[config.mk]
export PLATFORM = sky130hd
export DESIGN_NAME = alu_issue_wb_flat
export DESIGN_NICKNAME = d
export VERILOG_FILES = /design/src/rtl/alu_issue_wb_if.sv /design/src/rtl/alu_issue_wb.sv /design/src/flat_wrapper.sv
export SDC_FILE = /design/constraint.sdc
export NUM_CORES = 2
export LEC_CHECK = 0
export CAP_MARGIN = 20
export CORE_ASPECT_RATIO = 0.5
export CORE_UTILIZATION = 35
export CTS_CLUSTER_DIAMETER = 30
export DETAILED_ROUTE_END_ITERATION = 12
export PLACE_DENSITY = 0.55
export SYNTH_ARGS = -nofsm -noshare
export SYNTH_HDL_FRONTEND = slang
export SYNTH_SLANG_ARGS = --single-unit
[constraint.sdc]
create_clock -name clk -period 2.7 [get_ports clk]
set_input_delay 0.27 -clock clk [delete_from_list [all_inputs] [get_ports clk]]
set_output_delay 0.27 -clock clk [all_outputs]
set_load 0.1 [all_outputs]
[src/rtl/alu_issue_wb_if.sv]
// Instruction handshake, alu drive/return and writeback bus of the issue/writeback stage.
// The stage uses the slave modport; the instruction source and alu use master.
interface alu_issue_wb_if;
  logic        instr_valid;
  logic [15:0] instr;
  logic        instr_ready;
  logic [4:0]  alu_op;
  logic [15:0] alu_in1;
  logic [15:0] alu_in2;
  logic [15:0] alu_result;
  logic        wr_en;
  logic [5:0]  wr_addr;
  logic [15:0] wr_data;

  modport master (
    output instr_valid, instr, alu_result,
    input  instr_ready, alu_op, alu_in1, alu_in2, wr_en, wr_addr, wr_data
  );

  modport slave (
    input  instr_valid, instr, alu_result,
    output instr_ready, alu_op, alu_in1, alu_in2, wr_en, wr_addr, wr_data
  );
endinterface

[src/rtl/alu_issue_wb.sv]
// Operand fetch, issue and writeback around an external combinational alu.
// One instruction per cycle; the only hazard (E-stage result) is resolved by forwarding.
module alu_issue_wb #(
  parameter int unsigned NREGS = 64,
  parameter int unsigned CNT_W = 16
) (
  input  logic              clk,
  input  logic              rst_n,
  input  logic              start,
  input  logic              ld_valid,
  input  logic [5:0]        ld_addr,
  input  logic [15:0]       ld_data,
  alu_issue_wb_if.slave     bus,
  input  logic [5:0]        dbg_addr,
  output logic [15:0]       dbg_data,
  output logic              halted,
  output logic              error,
  output logic [CNT_W-1:0]  retired
);

  typedef enum logic [1:0] {IDLE, RUN, HALTED} state_t;

  state_t      stateQ, stateD;
  logic [15:0] regFile [NREGS];
  logic        eValid;
  logic [4:0]  aluOpQ;
  logic [15:0] in1Q, in2Q;
  logic [5:0]  wrAddrQ;

  logic [3:0]  opcode;
  logic [5:0]  dest, src;
  logic        accept, isAlu, isHalt, isIllegal, ldEn;
  logic [15:0] fwdDest, fwdSrc;

  always_comb begin
    opcode    = bus.instr[15:12];
    dest      = bus.instr[11:6];
    src       = bus.instr[5:0];
    accept    = bus.instr_valid && (stateQ == RUN);
    isAlu     = (opcode <= 4'd11);
    isHalt    = (opcode == 4'hF);
    isIllegal = !isAlu && !isHalt;
    ldEn      = ld_valid && ((stateQ == IDLE) || (stateQ == HALTED));
  end

  // The E-stage result is not yet in the register file; bypass it to the issuing operands.
  always_comb begin
    fwdDest = (eValid && (wrAddrQ == dest)) ? bus.alu_result : regFile[dest];
    fwdSrc  = (eValid && (wrAddrQ == src))  ? bus.alu_result : regFile[src];
  end

  always_ff @(posedge clk or negedge rst_n) begin
    if (!rst_n) stateQ <= IDLE;
    else        stateQ <= stateD;
  end

  always_comb begin
    stateD = stateQ;
    case (stateQ)
      IDLE:    if (start) stateD = RUN;
      RUN:     if (accept && !isAlu) stateD = HALTED;
      HALTED:  if (start) stateD = RUN;
      default: stateD = IDLE;
    endcase
  end

  always_ff @(posedge clk or negedge rst_n) begin
    if (!rst_n) begin
      regFile <= '{default: '0};
      eValid  <= 1'b0;
      aluOpQ  <= '0;
      in1Q    <= '0;
      in2Q    <= '0;
      wrAddrQ <= '0;
      error   <= 1'b0;
      retired <= '0;
    end else begin
      // Preload only happens outside RUN, where eValid is always 0, so the writes never collide.
      if (ldEn) regFile[ld_addr] <= ld_data;
      if (eValid) begin
        regFile[wrAddrQ] <= bus.alu_result;
        retired          <= retired + CNT_W'(1);
      end
      eValid <= accept && isAlu;
      if (accept && isAlu) begin
        aluOpQ  <= {1'b0, opcode};
        in1Q    <= fwdDest;
        in2Q    <= fwdSrc;
        wrAddrQ <= dest;
      end
      if (accept && isIllegal)              error <= 1'b1;
      else if (stateQ == HALTED && start)   error <= 1'b0;
    end
  end

  always_comb begin
    bus.instr_ready = (stateQ == RUN);
    bus.alu_op      = aluOpQ;
    bus.alu_in1     = in1Q;
    bus.alu_in2     = in2Q;
    bus.wr_en       = eValid;
    bus.wr_addr     = wrAddrQ;
    bus.wr_data     = bus.alu_result;
    halted          = (stateQ == HALTED);
    dbg_data        = regFile[dbg_addr];
  end

endmodule

[src/flat_wrapper.sv]
// flat-port wrapper written by rule: the top's interface ports become plain ports
module alu_issue_wb_flat 
#(
  parameter int unsigned NREGS = 64,
  parameter int unsigned CNT_W = 16
)
  (clk, rst_n, start, ld_valid, ld_addr, ld_data, dbg_addr, dbg_data, halted, error, retired, bus_instr_valid, bus_instr, bus_alu_result, bus_instr_ready, bus_alu_op, bus_alu_in1, bus_alu_in2, bus_wr_en, bus_wr_addr, bus_wr_data);
  alu_issue_wb_if bus_i ();
  input  logic clk;
  input  logic rst_n;
  input  logic start;
  input  logic ld_valid;
  input  logic [5:0] ld_addr;
  input  logic [15:0] ld_data;
  input  logic [5:0] dbg_addr;
  output logic [15:0] dbg_data;
  output logic halted;
  output logic error;
  output logic [CNT_W-1:0] retired;
  input wire logic [$bits(bus_i.instr_valid)-1:0] bus_instr_valid;
  input wire logic [$bits(bus_i.instr)-1:0] bus_instr;
  input wire logic [$bits(bus_i.alu_result)-1:0] bus_alu_result;
  output wire logic [$bits(bus_i.instr_ready)-1:0] bus_instr_ready;
  output wire logic [$bits(bus_i.alu_op)-1:0] bus_alu_op;
  output wire logic [$bits(bus_i.alu_in1)-1:0] bus_alu_in1;
  output wire logic [$bits(bus_i.alu_in2)-1:0] bus_alu_in2;
  output wire logic [$bits(bus_i.wr_en)-1:0] bus_wr_en;
  output wire logic [$bits(bus_i.wr_addr)-1:0] bus_wr_addr;
  output wire logic [$bits(bus_i.wr_data)-1:0] bus_wr_data;
  assign bus_i.instr_valid = bus_instr_valid;
  assign bus_i.instr = bus_instr;
  assign bus_i.alu_result = bus_alu_result;
  assign bus_instr_ready = bus_i.instr_ready;
  assign bus_alu_op = bus_i.alu_op;
  assign bus_alu_in1 = bus_i.alu_in1;
  assign bus_alu_in2 = bus_i.alu_in2;
  assign bus_wr_en = bus_i.wr_en;
  assign bus_wr_addr = bus_i.wr_addr;
  assign bus_wr_data = bus_i.wr_data;
  alu_issue_wb #(.NREGS(NREGS), .CNT_W(CNT_W)) u_core (.clk(clk), .rst_n(rst_n), .start(start), .ld_valid(ld_valid), .ld_addr(ld_addr), .ld_data(ld_data), .bus(bus_i), .dbg_addr(dbg_addr), .dbg_data(dbg_data), .halted(halted), .error(error), .retired(retired));
endmodule
==> impl_metrics.json <==
{
  "detail_route.wl_per_cell_um": 42.7,
  "critPathLaunchType": "flip-flop",
  "cp-end-kind": "primary output",
  "placed_area_um2": 89100,
  "max_freq_ghz": 0.259,
  "fin_crit_ns": 3.86,
  "setup_viol_count_final": 16,
  "reg2reg_depth": 6,
  "start_util_pct": 35.3,
  "grt_overflow_total": 0,
  "grt_pass1_wl_um": 627000,
  "power.density_nw_per_um2": 1120,
  "rr_endpoint": "u_core.bus.alu_in1[11]",
  "yosysSeqAreaShare_pct": 36.0,
  "final_nets": 8088,
  "path_clk_slew_ns": 0.05,
  "yosys_warnings": 0,
  "top_layer": "met5",
  "slew_viol_final": 0,
  "dp.cells": 10599,
  "synth_common_cells": "1185 x mux2i_1, 1086 x dfrtp_1, 873 x nand2_1",
  "synth_top_area_share_pct": 36.0,
  "period_share_pct": 143,
  "synth_edf_count": 0,
  "yosys_register_bits": 1086,
  "cts_root_buf": "clkbuf_16",
  "yosysMostFrequentCell": "mux2i_1",
  "cts_buffers": 239,
  "worstHoldStart": "ld_data[10]",
  "synth_cells": 7243,
  "slew_headroom_pct": 26.1,
  "synth.largest_area_cell": "dfrtp_1",
  "fp.dieArea_um2": 218000,
  "core_um2": 214000,
  "clockBufferDepth": 4,
  "drtIter0Drc": 13353,
  "rsz0062_at_grt": "true",
  "syn-cell-area_um2": 75500,
  "antenna_found_initial": 52,
  "place_congestion": 1.06,
  "hold_path_class": "in -> reg",
  "drc": 0,
  "status": "finished with violations",
  "ff_latch_area_um2": 27200,
  "drv_cap": 0,
  "clock_latency_ns": 0.93,
  "ys.flop_type": "dfrtp_1",
  "path_class": "reg -> out",
  "ant_nets": 0,
  "fin_tns_setup_ns": -11.52,
  "dr.pass1.iters": 8,
  "cts_tree": "done",
  "synth_area_leaders": "dfrtp_1 36%, mux4_2 20%, mux2i_1 16%",
  "post-dp-hpwl_um": 348000,
  "vias": 73533,
  "finalInstanceArea_um2": 98100,
  "grt_start_max_net_pins": 108,
  "fin_ws_ns": -1.16,
  "grtUsageTotal_pct": 42.6,
  "reg2reg_slack_ns": 0.02,
  "avgSynthCellArea_um2": 10.4,
  "ios": 160,
  "die_h_um": 330,
  "grt_pass1_vias": 66834,
  "syn_nets": 7309,
  "hold_path_depth": 4,
  "cts_htree_levels": 4,
  "syn2layout_area_growth_pct": 29.9,
  "worst_slew_pin_slew_ns": 1.08,
  "rr_startpoint": "u_core.regFile[283]",
  "cp.required_ns": 2.43,
  "via_per_inst": 6.62,
  "drive_gt1_share_pct": 31.9,
  "whs_endpoint": "u_core.regFile[890]",
  "fillerInstances": 19851,
  "ys_types": 65,
  "violations": "negative setup slack",
  "numClockSinks": 1086,
  "final_cells": 11103,
  "multi_input_area_um2": 44900,
  "fin_skew_ns": 0.0866,
  "rows": 120,
  "finalHoldViolations": 0,
  "wl_met2_um": 176000,
  "drt-met1-wl_um": 185000,
  "die_x_um": 659,
  "arrival_ns": 3.59,
  "postRouteWirelength_um": 474000,
  "portBuffers": 158,
  "path_max_fanout": 4,
  "ir_drop_v": 0.000905,
  "ys_async_sr_fraction_pct": 100,
  "dr_wl_met3_um": 84400,
  "p_leak_nw": 43.1
}
per-layer routing:
metal  global-route usage (%)  vias to the layer above
met2                     54.2                     6330
met4                     19.7                       46
li1                         -                    28671
met1                     56.5                    37464
met5                     3.19                        -
met3                     25.2                     1022
cell type report:
type	instances	area share, %
Timing Repair Buffer	1356	14.3
Antenna cell	17	0.0434
Inverter	8	0.0306
Multi-Input combinational cell	5331	45.8
Clock buffer	278	6.47
Clock inverter	160	1.96
Tap cell	2867	3.66
Sequential cell	1086	27.7
worst max path at each step:
stage	from	endpoint	slack, ns	cells after the start
5_1_grt	u_core.regFile[579]	dbg_data[3]	-1.12	6
3_3_place_gp	dbg_addr[0]	dbg_data[3]	-0.92	9
4_1_cts	u_core.regFile[579]	dbg_data[3]	-1.02	6
6_report	u_core.regFile[531]	dbg_data[3]	-1.16	6
3_5_place_dp	dbg_addr[0]	dbg_data[3]	-0.94	9
2_1_floorplan	u_core.bus.wr_addr[4]	u_core.regFile[652]	0.07	7
registers in the layout, indices dropped and copies added, names as in the netlist:
signal              count
u_core.bus.alu_in1     16
u_core.bus.alu_op       4
u_core.stateQ           2
u_core.bus.wr_addr      6
u_core.retired         16
u_core.bus.wr_en        1
u_core.regFile       1024
u_core.bus.alu_in2     16
u_core.error            1
critical path, stage by stage, from the launching register on:
cell and delay, ns:
dfrtp_1 0.42, mux4_2 0.46, mux4_2 0.59, a22oi_2 0.73, buf_4 0.25, nand2_4 0.06, buf_12 0.17
what timing repair did:
item                                    CTS  global route
buffers inserted                         18             4
hold endpoints to repair                563             0
pin swaps                                14             7
endpoints found under the setup margin   16            17
hold buffers                             27             0
gates resized for setup                  53             9
logic make-up after synthesis:
family / count (synthesis) / synth area share [%]
multiplexers: 1889 / 36.3
AND/OR/NAND/NOR: 1750 / 9.58
AO/OA/AOI/OAI: 1663 / 12.8
flip-flops: 1086 / 36.0
buffers and inverters: 826 / 5.01
XOR/XNOR: 27 / 0.313
adder cells (fa/ha/maj): 1 / 0.0166
other: 1 / 0.00497
stage by stage:
| stage | total power, mW | setup WS (ns) | util (%) | hold WS [ns] |
|---|---|---|---|---|
| global route | 112 | -1.12 | 45.8 | 0.0563 |
| detailed placement | 75.6 | -0.937 | 41.6 | 0.270 |
| global placement | 75.4 | -0.916 | 41.6 | 0.265 |
| CTS | 107 | -1.02 | 45.7 | 0.00678 |
| floorplan | 52.1 | 0.0740 | - | -0.0256 |
| finish | 110 | -1.16 | 45.8 | 0.0389 |
cells in the final DEF (no fill, tap or decap), types with 26 or more instances in the layout:
master | synthesis | routed
clkinvlp_4 | 0 | 31
nor2_2 | 8 | 48
a31oi_1 | 51 | 51
mux2_2 | 26 | 26
nand3_1 | 83 | 83
o21ai_0 | 598 | 598
nor2_1 | 619 | 577
a22oi_2 | 0 | 29
buf_4 | 104 | 985
inv_6 | 0 | 28
dfrtp_2 | 0 | 28
dlygate4sd3_1 | 0 | 26
clkbuf_16 | 0 | 240
a21oi_1 | 527 | 526
clkinv_2 | 0 | 31
mux4_2 | 678 | 678
bufinv_16 | 0 | 30
clkinv_4 | 0 | 29
dfrtp_1 | 1086 | 1058
nand2_1 | 873 | 857
a32oi_1 | 36 | 36
a22oi_1 | 273 | 244
nand2_2 | 24 | 37
o21ai_1 | 33 | 33
buf_12 | 0 | 294
mux2i_1 | 1185 | 1184
report_power, final:
group	switching [mW]	internal, mW
clock network	11.1	19.8
logic	25.4	19.6
registers	10.6	23.6
total	47.1	63.0
(Power assumes the default switching activity.)
